<file path="config.mk">
export PLATFORM = sky130hd
export DESIGN_NAME = tmds_word_scheduler
export DESIGN_NICKNAME = d
export VERILOG_FILES = /design/src/rtl/tmds_word_scheduler.sv
export SDC_FILE = /design/constraint.sdc
export NUM_CORES = 1
export LEC_CHECK = 0
export CORE_ASPECT_RATIO = 0.7
export CORE_MARGIN = 2
export CORE_UTILIZATION = 40
export DETAILED_ROUTE_END_ITERATION = 7
export SYNTH_ARGS = -nofsm -noshare
export SYNTH_HDL_FRONTEND = slang
export SYNTH_SLANG_ARGS = --single-unit
</file>
<file path="constraint.sdc">
create_clock -name clk_5x -period 2.3 [get_ports clk_5x]
set_input_delay 0.345 -clock clk_5x [delete_from_list [all_inputs] [get_ports clk_5x]]
set_output_delay 0.345 -clock clk_5x [all_outputs]
set_load 0.05 [all_outputs]
</file>
<file path="src/rtl/tmds_word_scheduler.sv">
// Feeds a 10:1 TMDS serializer: one 10-bit word per 5-cycle slot, chosen from
// idle tokens, a training pair, or a 4-deep FIFO of upstream words.
module tmds_word_scheduler #(
  parameter logic [9:0] IDLE_TOKEN = 10'b1101010100,
  parameter logic [9:0] TRAIN_A    = 10'b1101001100,
  parameter logic [9:0] TRAIN_B    = 10'b0010110011
) (
  input  logic       clk_5x,
  input  logic       rst,
  input  logic       i_enable,
  input  logic       i_train,
  input  logic       i_word_valid,
  input  logic [9:0] i_word,
  output logic       o_word_ready,
  output logic [9:0] o_par_data,
  output logic       o_par_load,
  output logic       o_underflow,
  output logic [2:0] o_level,
  output logic [1:0] o_state
);

  typedef enum logic [1:0] {
    ST_IDLE  = 2'b00,
    ST_TRAIN = 2'b01,
    ST_RUN   = 2'b10
  } state_t;

  state_t     state;
  state_t     next_state;
  logic [2:0] phase;
  logic [2:0] level;
  logic [1:0] rd_ptr;
  logic [1:0] wr_ptr;
  logic [9:0] mem [0:3];
  logic       train_b;
  logic       boundary;
  logic       push;
  logic       pop;
  logic       flush;

  // Handshake: a word transfers on a rising edge where i_word_valid and
  // o_word_ready are both 1; ready never depends on valid.
  assign o_word_ready = ~rst & (level < 3'd4) & i_enable & ~i_train;
  assign boundary     = (phase == 3'd4);
  assign push         = i_word_valid & o_word_ready;
  assign pop          = boundary & (next_state == ST_RUN) & (level != 3'd0);
  assign flush        = boundary & (next_state != ST_RUN);
  assign o_level      = level;
  assign o_state      = state;

  always_comb begin
    next_state = ST_IDLE;
    if (i_train)       next_state = ST_TRAIN;
    else if (i_enable) next_state = ST_RUN;
  end

  always_ff @(posedge clk_5x) begin
    if (push) mem[wr_ptr] <= i_word;
  end

  always_ff @(posedge clk_5x or posedge rst) begin
    if (rst) begin
      phase       <= 3'd0;
      state       <= ST_IDLE;
      level       <= 3'd0;
      rd_ptr      <= 2'd0;
      wr_ptr      <= 2'd0;
      train_b     <= 1'b0;
      o_par_data  <= IDLE_TOKEN;
      o_par_load  <= 1'b0;
      o_underflow <= 1'b0;
    end else begin
      phase       <= boundary ? 3'd0 : phase + 3'd1;
      o_par_load  <= boundary;
      o_underflow <= boundary & (next_state == ST_RUN) & (level == 3'd0);

      // Leaving run mode drops everything queued, including a same-edge push.
      if (flush) begin
        level  <= 3'd0;
        rd_ptr <= 2'd0;
        wr_ptr <= 2'd0;
      end else begin
        if (push) wr_ptr <= wr_ptr + 2'd1;
        if (pop)  rd_ptr <= rd_ptr + 2'd1;
        level <= level + {2'b00, push} - {2'b00, pop};
      end

      if (boundary) begin
        state <= next_state;
        case (next_state)
          ST_TRAIN: begin
            if (state != ST_TRAIN) begin
              o_par_data <= TRAIN_A;
              train_b    <= 1'b1;
            end else begin
              o_par_data <= train_b ? TRAIN_B : TRAIN_A;
              train_b    <= ~train_b;
            end
          end
          ST_RUN:  o_par_data <= (level != 3'd0) ? mem[rd_ptr] : IDLE_TOKEN;
          default: o_par_data <= IDLE_TOKEN;
        endcase
      end
    end
  end

endmodule
</file>
==> flow_summary.toml, run 1 <==
[layout]
antenna_cells = 0
fillers = 514
drive_gt1_share_pct = 31.0
layout_commonest_cell = "edfxtp_1"
final_cell_mix = "edfxtp_1 (40), clkdlybuf4s50_1 (28), buf_4 (20), dfrtp_1 (17), nor2_1 (12)"
fin_nets = 251
synthToLayoutAreaGrowth_pct = 32.8

[clock_tree]
h-tree-depth = 3
tritoncts = "yes"
cts_root_buf = "clkbuf_8"
clk_pin_slew_ns = 0.07
cts_hold_repair.buffers = 0
clkSinkCount = 65
cts_buffers = 9
worstSkewPairLatency_ns = 0.34
cts_buffer_depth = 2

[critical_path]
crit_family = "simple AND/OR/NAND/NOR gates"
worst_setup_path_start_kind = "flop"
worst-path-max-fanout = 2
path_cells = "or4b_4, clkinv_8, nand2_4, ha_4, inv_2, ha_4, inv_2, fa_2, xor2_1, and2_1, nor3_2"
crit_required_ns = 2.56
crit_buf_inv = 3
endpoint_kind = "flop"
critPathArrivalTime_ns = 2.59
slowest_delay_ns = 0.57
crit_type = "flop to flop"
slowest_stage = "or4b_4"

[timing]
hold_viol = 0
setup_tns_ns = -0.0330
tightest_slew_ns = 0.617
slew_viol_final = 0
post-route-period-util_pct = 101
slew_headroom_pct = 58.9
clock_skew_ns = 0.00509
min_period_ns = 2.33
rsz0062_at_grt = "true"
fmax_mhz = 429
setup_ws_ns = -0.0330
setup_viol_count_final = 1

[synthesis]
synth_nets = 189
synthCells = 165
ys_seq_area_share_pct = 68.7
synth_top_area_share_pct = 45.0
ys.flop_type = "edfxtp_1"
syn_area_sq_mm = 0.00267
synth_edf_count = 40
synth_top_cell_by_area = "edfxtp_1"
yosys.cell_types.count = 35
synth-async-reset-ratio_pct = 38.5
ys_warn_count = 0
yosys-top-cells-area = "edfxtp_1 (45%), dfrtp_1 (19%), mux4_2 (7.6%)"
ys_ff_latch = 65
avgSynthCellArea_sq_um = 16.2

[routing]
drtIter0Drc = 39
vias = 1557
drt-vias-per-instance = 4.82
drt-total-wl_mm = 5.13
drc_errors = 0
wl_per_cell_microns = 15.9
drt_pass1_iterations = 4
ant_nets = 0

[power_and_ir_drop]
ir_drop_mv = 0.396
p_leak_nw = 1.37
p_per_area_mw_per_mm2 = 871

[floorplan]
dieWidth_microns = 102
dieArea_sq_mm = 0.00735
rows = 24
core_area_sq_mm = 0.00634
ios = 33
start_util_pct = 42.1
die_y_microns = 72.3

[global_routing]
grt_pass1_vias = 1615
grt.total_usage_pct = 15.4
use_met3_pct = 5.49
grt_max_degree = 26
grt_overflow = 0
grt_pass1_wl_mm = 8.19
busiest_layer = "met2"
use_met1_pct = 20.9
grtUsageMet2_pct = 23.0
antenna_found_initial = 0

[placed_design]
dp.final_hpwl_mm = 3.60
routabilityCongestion = 0.719
dpl_worst_slack_ns = -0.520
io_buffers = 32

[worst_hold_path]
hold_path.class = "primary input to asynchronous set/reset pin"

[job]
maxCapViolations = 0

[status]
violations = "negative setup slack"
status = "finished, violations left"
==> worst paths after layout <==
path	end	cells past startpoint	slack, ns	startpoint
worst min-delay path	train_b	3	0.20	rst
worst min register to register	phase[0]	1	0.48	phase[0]
worst max register to register	o_level[2]	11	-0.03	o_level[2]
max in group asynchronous	o_par_data[6]	3	1.80	rst
worst max-delay path	o_level[2]	11	-0.03	o_level[2]
min in group clk_5x	phase[0]	1	0.48	phase[0]
==> area by class of cell <==
class / count / area, sq um / share of cell area, %
inverters: 13 / 61.3 / 1.73
flip-flops and latches: 65 / 1840 / 51.8
multi-input cells: 82 / 795 / 22.4
repair buffers: 56 / 561 / 15.8
clock inverters: 7 / 52.6 / 1.48
clock buffers: 9 / 124 / 3.50
well taps: 91 / 114 / 3.21
==> worst min-delay path, stage by stage <==
cell,delay (ns)
dlygate4sd2_1,0.24
inv_1,0.05
buf_4,0.30
==> synthesized netlist by cell type, types with 5 or more instances <==
master and count:
dfrtp_1 20, mux4_2 9, ha_1 8, a21oi_1 8, a221o_1 5, inv_1 10
edfxtp_1 40, nand3_1 6, nand2_1 5, nor2_1 12, dfstp_2 5
==> cell families after synthesis <==
family          count (synthesis)  share of synthesized area, %
flops                          65                          68.7
compound gates                 20                          5.82
buf+inv                        18                          3.19
fa+ha+maj                       9                          4.50
xor+xnor                        1                         0.328
mux                            12                          9.38
simple gates                   40                          8.07
==> flip-flops by register name, summed over array words and instances, names as in the netlist <==
signal and cells:
phase 3, train_b 1, o_underflow 1, o_par_data 10, o_level 3, o_state 2, mem 40, wr_ptr 2
rd_ptr 2, o_par_load 1
==> timing repair <==
action	in CTS	in global routing
buffers inserted	2	1
endpoints found under the setup margin	1	1
cloned	0	0
resized for setup	2	3
pin swaps	3	1
==> report_power, final <==
group	internal, mW	switching (mW)
Sequential	1.33	0.0896
Combinational	0.377	0.445
Clock	0.397	0.451
==> stage by stage <==
stage	cell area (sq um)	cells	total power [mW]	hold slack (ns)	utilization (%)
2_1_floorplan	2710	165	1.93	0.368	-
4_1_cts	3520	322	3.10	0.202	55.6
3_3_place_gp	3330	304	2.22	0.450	52.6
5_1_grt	3540	323	3.23	0.218	55.9
6_report	3540	323	3.09	0.201	55.9
3_5_place_dp	3330	304	2.23	0.467	52.6
==> metal layers <==
metal	wire length, microns	vias up
met1	2440	775
met4	61	0
met2	2410	31
li1	-	743
met5	0	-
met3	211	8
(Power assumes the default switching activity.)
==> run 2: changes to the inputs <==
CORE_MARGIN = 5   (was 2)
clock period = 2.5 ns   (was 2.3 ns; I/O delays follow)
==> flow_summary.toml, run 2 (synthesis results as in run 1) <==
[layout]
fin_area_sq_mm = 0.00349
layout_commonest_cell = "edfxtp_1"
largest_reg_flops = 40
seq_area_sq_mm = 0.00184
antenna_cells = 0
synthToLayoutAreaGrowth_pct = 30.9
final_cell_mix = "edfxtp_1 (40), clkdlybuf4s50_1 (29), dfrtp_1 (17), nor2_1 (12), buf_4 (12)"
top_regs = "mem x40, o_par_data x10"
multiInputGateArea_sq_um = 790
fin_nets = 243
top_register = "mem"
drive_gt1_share_pct = 27.7
final_util_pct = 54.9
fillers = 519

[clock_tree]
tritoncts = "yes"
h-tree-depth = 3
cts_hold_repair.buffers = 0
worstSkewPairLatency_ns = 0.33
cts_root_buf = "clkbuf_8"
cts_buffer_depth = 2
clkSinkCount = 65
clk_pin_slew_ns = 0.07
cts_buffers = 9

[critical_path]
worst-path-max-fanout = 2
critPathArrivalTime_ns = 2.66
worst_setup_path_start_kind = "primary input"
slowest_delay_ns = 0.58
crit_buf_inv = 4
endpoint_kind = "flop"
crit_required_ns = 2.75
path_depth = 12
path_cells = "clkdlybuf4s50_1, or4b_4, clkinv_8, nand2_4, ha_4, inv_2, ha_4, inv_2, fa_2, xor2_1, and2_1, nor3_2"
crit_family = "simple AND/OR/NAND/NOR gates"
slowest_stage = "or4b_4"
rr_worst_depth = 11
crit_type = "primary input to flop"

[power_and_ir_drop]
p_leak_nw = 1.35
p_per_area_mw_per_mm2 = 807
ir_drop_mv = 0.321

[timing]
hold_viol = 0
slew_viol_final = 0
clock_skew_ns = 0.00900
setup_tns_ns = 0
rsz0062_at_grt = "false"
tightest_slew_ns = 0.546
post-route-period-util_pct = 96.2
whs_ns = 0.351
fmax_mhz = 416
slew_headroom_pct = 63.6
min_period_ns = 2.41
setup_viol_count_final = 0

[placed_design]
post_dp_cell_area_sq_mm = 0.00329
io_buffers = 32
routabilityCongestion = 0.788
dp.final_hpwl_mm = 3.77

[floorplan]
dieArea_sq_mm = 0.00843
rows = 24
ios = 33
dieWidth_microns = 108
start_util_pct = 41.9
die_y_microns = 78.3
core_area_sq_mm = 0.00637

[global_routing]
grt_max_degree = 18
grt_overflow = 0
antenna_found_initial = 0
grt_pass1_wl_mm = 8.51
grt_pass1_vias = 1604
grt.total_usage_pct = 13.6

[routing]
drt-total-wl_mm = 5.12
drt-vias-per-instance = 4.90
drc_errors = 0
drt_pass1_iterations = 4
vias = 1545
wl_per_cell_microns = 16.3
ant_nets = 0
drtIter0Drc = 60

[worst_hold_path]
hold_path.class = "primary input to asynchronous set/reset pin"

[job]
maxCapViolations = 0

[status]
status = "completed"
## run 2: cell types whose count changed in the layout (fill, tap and decap cells not counted), sizes merged, moves of 2 or more
cell	previous run	this run
buf	25	17
clkinv	3	8
clkinvlp	3	0
dlygate4sd2	2	0
inv	14	11
## run 2: area by class of cell
class,count,area share [%]
multi-input combinational,82,22.6
clock buffer,9,3.55
tap,91,3.26
clock inverter,7,1.76
sequential,65,52.6
inverter,13,1.76
timing repair buffer,48,14.5
## run 2: worst paths after layout
kind / slack (ns) / to / start
setup / recovery: 0.09 / o_level[2] / rst
hold / removal: 0.35 / o_par_data[3] / rst
setup reg to reg: 0.16 / o_level[2] / o_level[2]
hold reg to reg: 0.47 / phase[0] / phase[0]
max in group asynchronous: 1.53 / o_par_data[6] / rst
min in group clk_5x: 0.47 / phase[0] / phase[0]
## run 2: report_power, final
part           internal, mW  total, mW  leakage, nW  switching [mW]
Clock                 0.449      0.820       0.0978           0.371
Sequential             1.22       1.32        0.668          0.0959
Combinational         0.298      0.678        0.584           0.380
## run 2: metal layers
layer | global-route usage, % | wire length, microns
met4 | 4.92 | 56
met5 | 0 | 0
met1 | 18.4 | 2370
met3 | 5.49 | 293
met2 | 19.9 | 2400
## run 2: worst register-to-register path, stage by stage (launching register included)
cell and delay [ns]:
dfrtp_2 0.44, or4b_4 0.55, clkinv_8 0.07, nand2_4 0.04
ha_4 0.21, inv_2 0.06, ha_4 0.11, inv_2 0.03
fa_2 0.34, xor2_1 0.15, and2_1 0.16, nor3_2 0.10
## run 2: timing repair
action | 4_1_cts | 5_1_grt
pin swaps | 1 | 2
gates resized for setup | 0 | 3
setup buffers | 1 | 0
hold endpoints to repair | 0 | 0
cloned | 0 | 0
endpoints found under the setup margin | 1 | 1
## run 2: per-stage QoR
step	std cells	setup WS (ns)	power, mW
3_5_place_dp	298	-0.382	2.02
4_1_cts	315	0.00645	2.85
2_1_floorplan	165	-0.0270	1.78
5_1_grt	315	0.0438	2.97
6_report	315	0.0938	2.82
3_3_place_gp	298	-0.316	2.00
==> run 3: changes to the inputs <==
MAX_ROUTING_LAYER = met4   (was not set)
==> flow_summary.toml, run 3 (synthesis results as in run 1) <==
[routing]
drt-total-wl_mm = 5.12
drtIter0Drc = 52
vias = 1545
wl_per_cell_microns = 16.3
ant_nets = 0
drc_errors = 0
met2_length_mm = 2.39
met1Wirelength_mm = 2.41
highest_layer = "met4"
drt-vias-per-instance = 4.90
drt_pass1_iterations = 4
wl_met3_microns = 270

[layout]
final_cell_mix = "edfxtp_1 (40), clkdlybuf4s50_1 (29), dfrtp_1 (17), nor2_1 (12), buf_4 (12)"
synthToLayoutAreaGrowth_pct = 30.9
layout_commonest_cell = "edfxtp_1"
top_regs = "mem x40, o_par_data x10"
largest_reg_flops = 40
top_register = "mem"
fin_nets = 243
fillers = 519
drive_gt1_share_pct = 27.7
antenna_cells = 0
stdcell_count = 315

[timing]
rsz0062_at_grt = "false"
slew_viol_final = 0
min_period_ns = 2.41
setup_viol_count_final = 0
slew_headroom_pct = 64.1
hold_viol = 0
whs_ns = 0.350
post-route-period-util_pct = 96.3
setup_tns_ns = 0
tightest_slew_ns = 0.539
setup_ws_ns = 0.0933
fmax_mhz = 416
clock_skew_ns = 0.00962

[floorplan]
dieArea_sq_mm = 0.00843
die_y_microns = 78.3
core_area_sq_mm = 0.00637
rows = 24
ios = 33
start_util_pct = 41.9
dieWidth_microns = 108

[clock_tree]
h-tree-depth = 3
clk_pin_slew_ns = 0.07
worstSkewPairLatency_ns = 0.33
clkSinkCount = 65
cts_buffer_depth = 2
cts_root_buf = "clkbuf_8"
cts_hold_repair.buffers = 0
cts_buffers = 9
tritoncts = "yes"

[worst_hold_path]
hold_path.class = "primary input to asynchronous set/reset pin"

[power_and_ir_drop]
ir_drop_mv = 0.321
p_leak_nw = 1.35
p_per_area_mw_per_mm2 = 807
seqPwrFrac_pct = 46.8
power_mw = 2.82
p_comb_share_pct = 24.1
intPower_mw = 1.97
clockPowerShare_pct = 29.1
p_sw_uw = 849
p_sw_share_pct = 30.1

[global_routing]
grt_max_degree = 18
grt_pass1_wl_mm = 8.47
grt.total_usage_pct = 14.0
grt_pass1_vias = 1609
antenna_found_initial = 0
grt_overflow = 0

[critical_path]
crit_type = "primary input to flop"
crit_required_ns = 2.75
worst-path-max-fanout = 2
slowest_delay_ns = 0.58
worst-r2r-setup-slack_ns = 0.15
rr_worst_depth = 11
worst_setup_path_start_kind = "primary input"
path_cells = "clkdlybuf4s50_1, or4b_4, clkinv_8, nand2_4, ha_4, inv_2, ha_4, inv_2, fa_2, xor2_1, and2_1, nor3_2"
worstReg2RegEnd = "o_level[2]"
endpoint_kind = "flop"
r2r_start = "o_level[2]"
critPathArrivalTime_ns = 2.66
slowest_stage = "or4b_4"

[placed_design]
routabilityCongestion = 0.799
dpl_worst_slack_ns = -0.382
io_buffers = 32
dp_cells = 298
dp.final_hpwl_mm = 3.77

[job]
maxCapViolations = 0

[status]
status = "completed"
## run 3: cell counts in the layout (fill, tap and decap cells not counted)
No cell type changed its count.
## run 3: metrics by stage
step           area, sq um  util (%)
6_report              3490      54.9
5_1_grt               3490      54.9
4_1_cts               3480      54.7
3_5_place_dp          3290      51.7
3_3_place_gp          3290      51.7
2_1_floorplan         2710         -
## run 3: how the worst max path moves through the flow
stage / to / slack (ns) / start / cells past startpoint
finish: o_level[2] / 0.09 / rst / 12
global route: o_level[2] / 0.04 / rst / 12
CTS: o_level[2] / 0.006 / i_train / 12
detailed placement: o_level[2] / -0.38 / i_train / 12
global placement: o_level[2] / -0.32 / i_train / 12
floorplan: o_level[2] / -0.03 / o_level[2] / 11
## run 3: critical path, delay by kind of cell
kind,cells,cell delay [ns]
buf+inv,4,0.58
simple gates,4,0.88
xor+xnor,1,0.15
fa+ha+maj,3,0.66
## run 3: cell type report
type | count | area (sq um) | area share, %
clock inverter | 7 | 61.3 | 1.76
clock buffer | 9 | 124 | 3.55
multi-input combinational | 82 | 790 | 22.6
timing repair buffer | 48 | 505 | 14.5
inverter | 13 | 61.3 | 1.76
sequential | 65 | 1840 | 52.6
tap | 91 | 114 | 3.26
## run 3: power by group through the flow
| stage | Sequential (mW) | Combinational [mW] | Clock, mW |
|---|---|---|---|
| 2_1_floorplan | 1.46 | 0.316 | 0 |
| 3_3_place_gp | 1.34 | 0.662 | 0 |
| 3_5_place_dp | 1.35 | 0.678 | 0 |
| 4_1_cts | 1.32 | 0.682 | 0.850 |
| 5_1_grt | 1.34 | 0.729 | 0.902 |
| 6_report | 1.32 | 0.680 | 0.820 |
## run 3: timing repair
item,4_1_cts,5_1_grt
resized for setup,0,3
buffers inserted,1,0
pin swaps,1,2
gates cloned,0,0
endpoints found under the setup margin,1,1
## run 3: routing by layer
layer	global-route usage, %	vias up
li1	-	729
met1	18.2	768
met2	20.0	41
met3	5.49	7
met4	4.92	0
met5	-	-
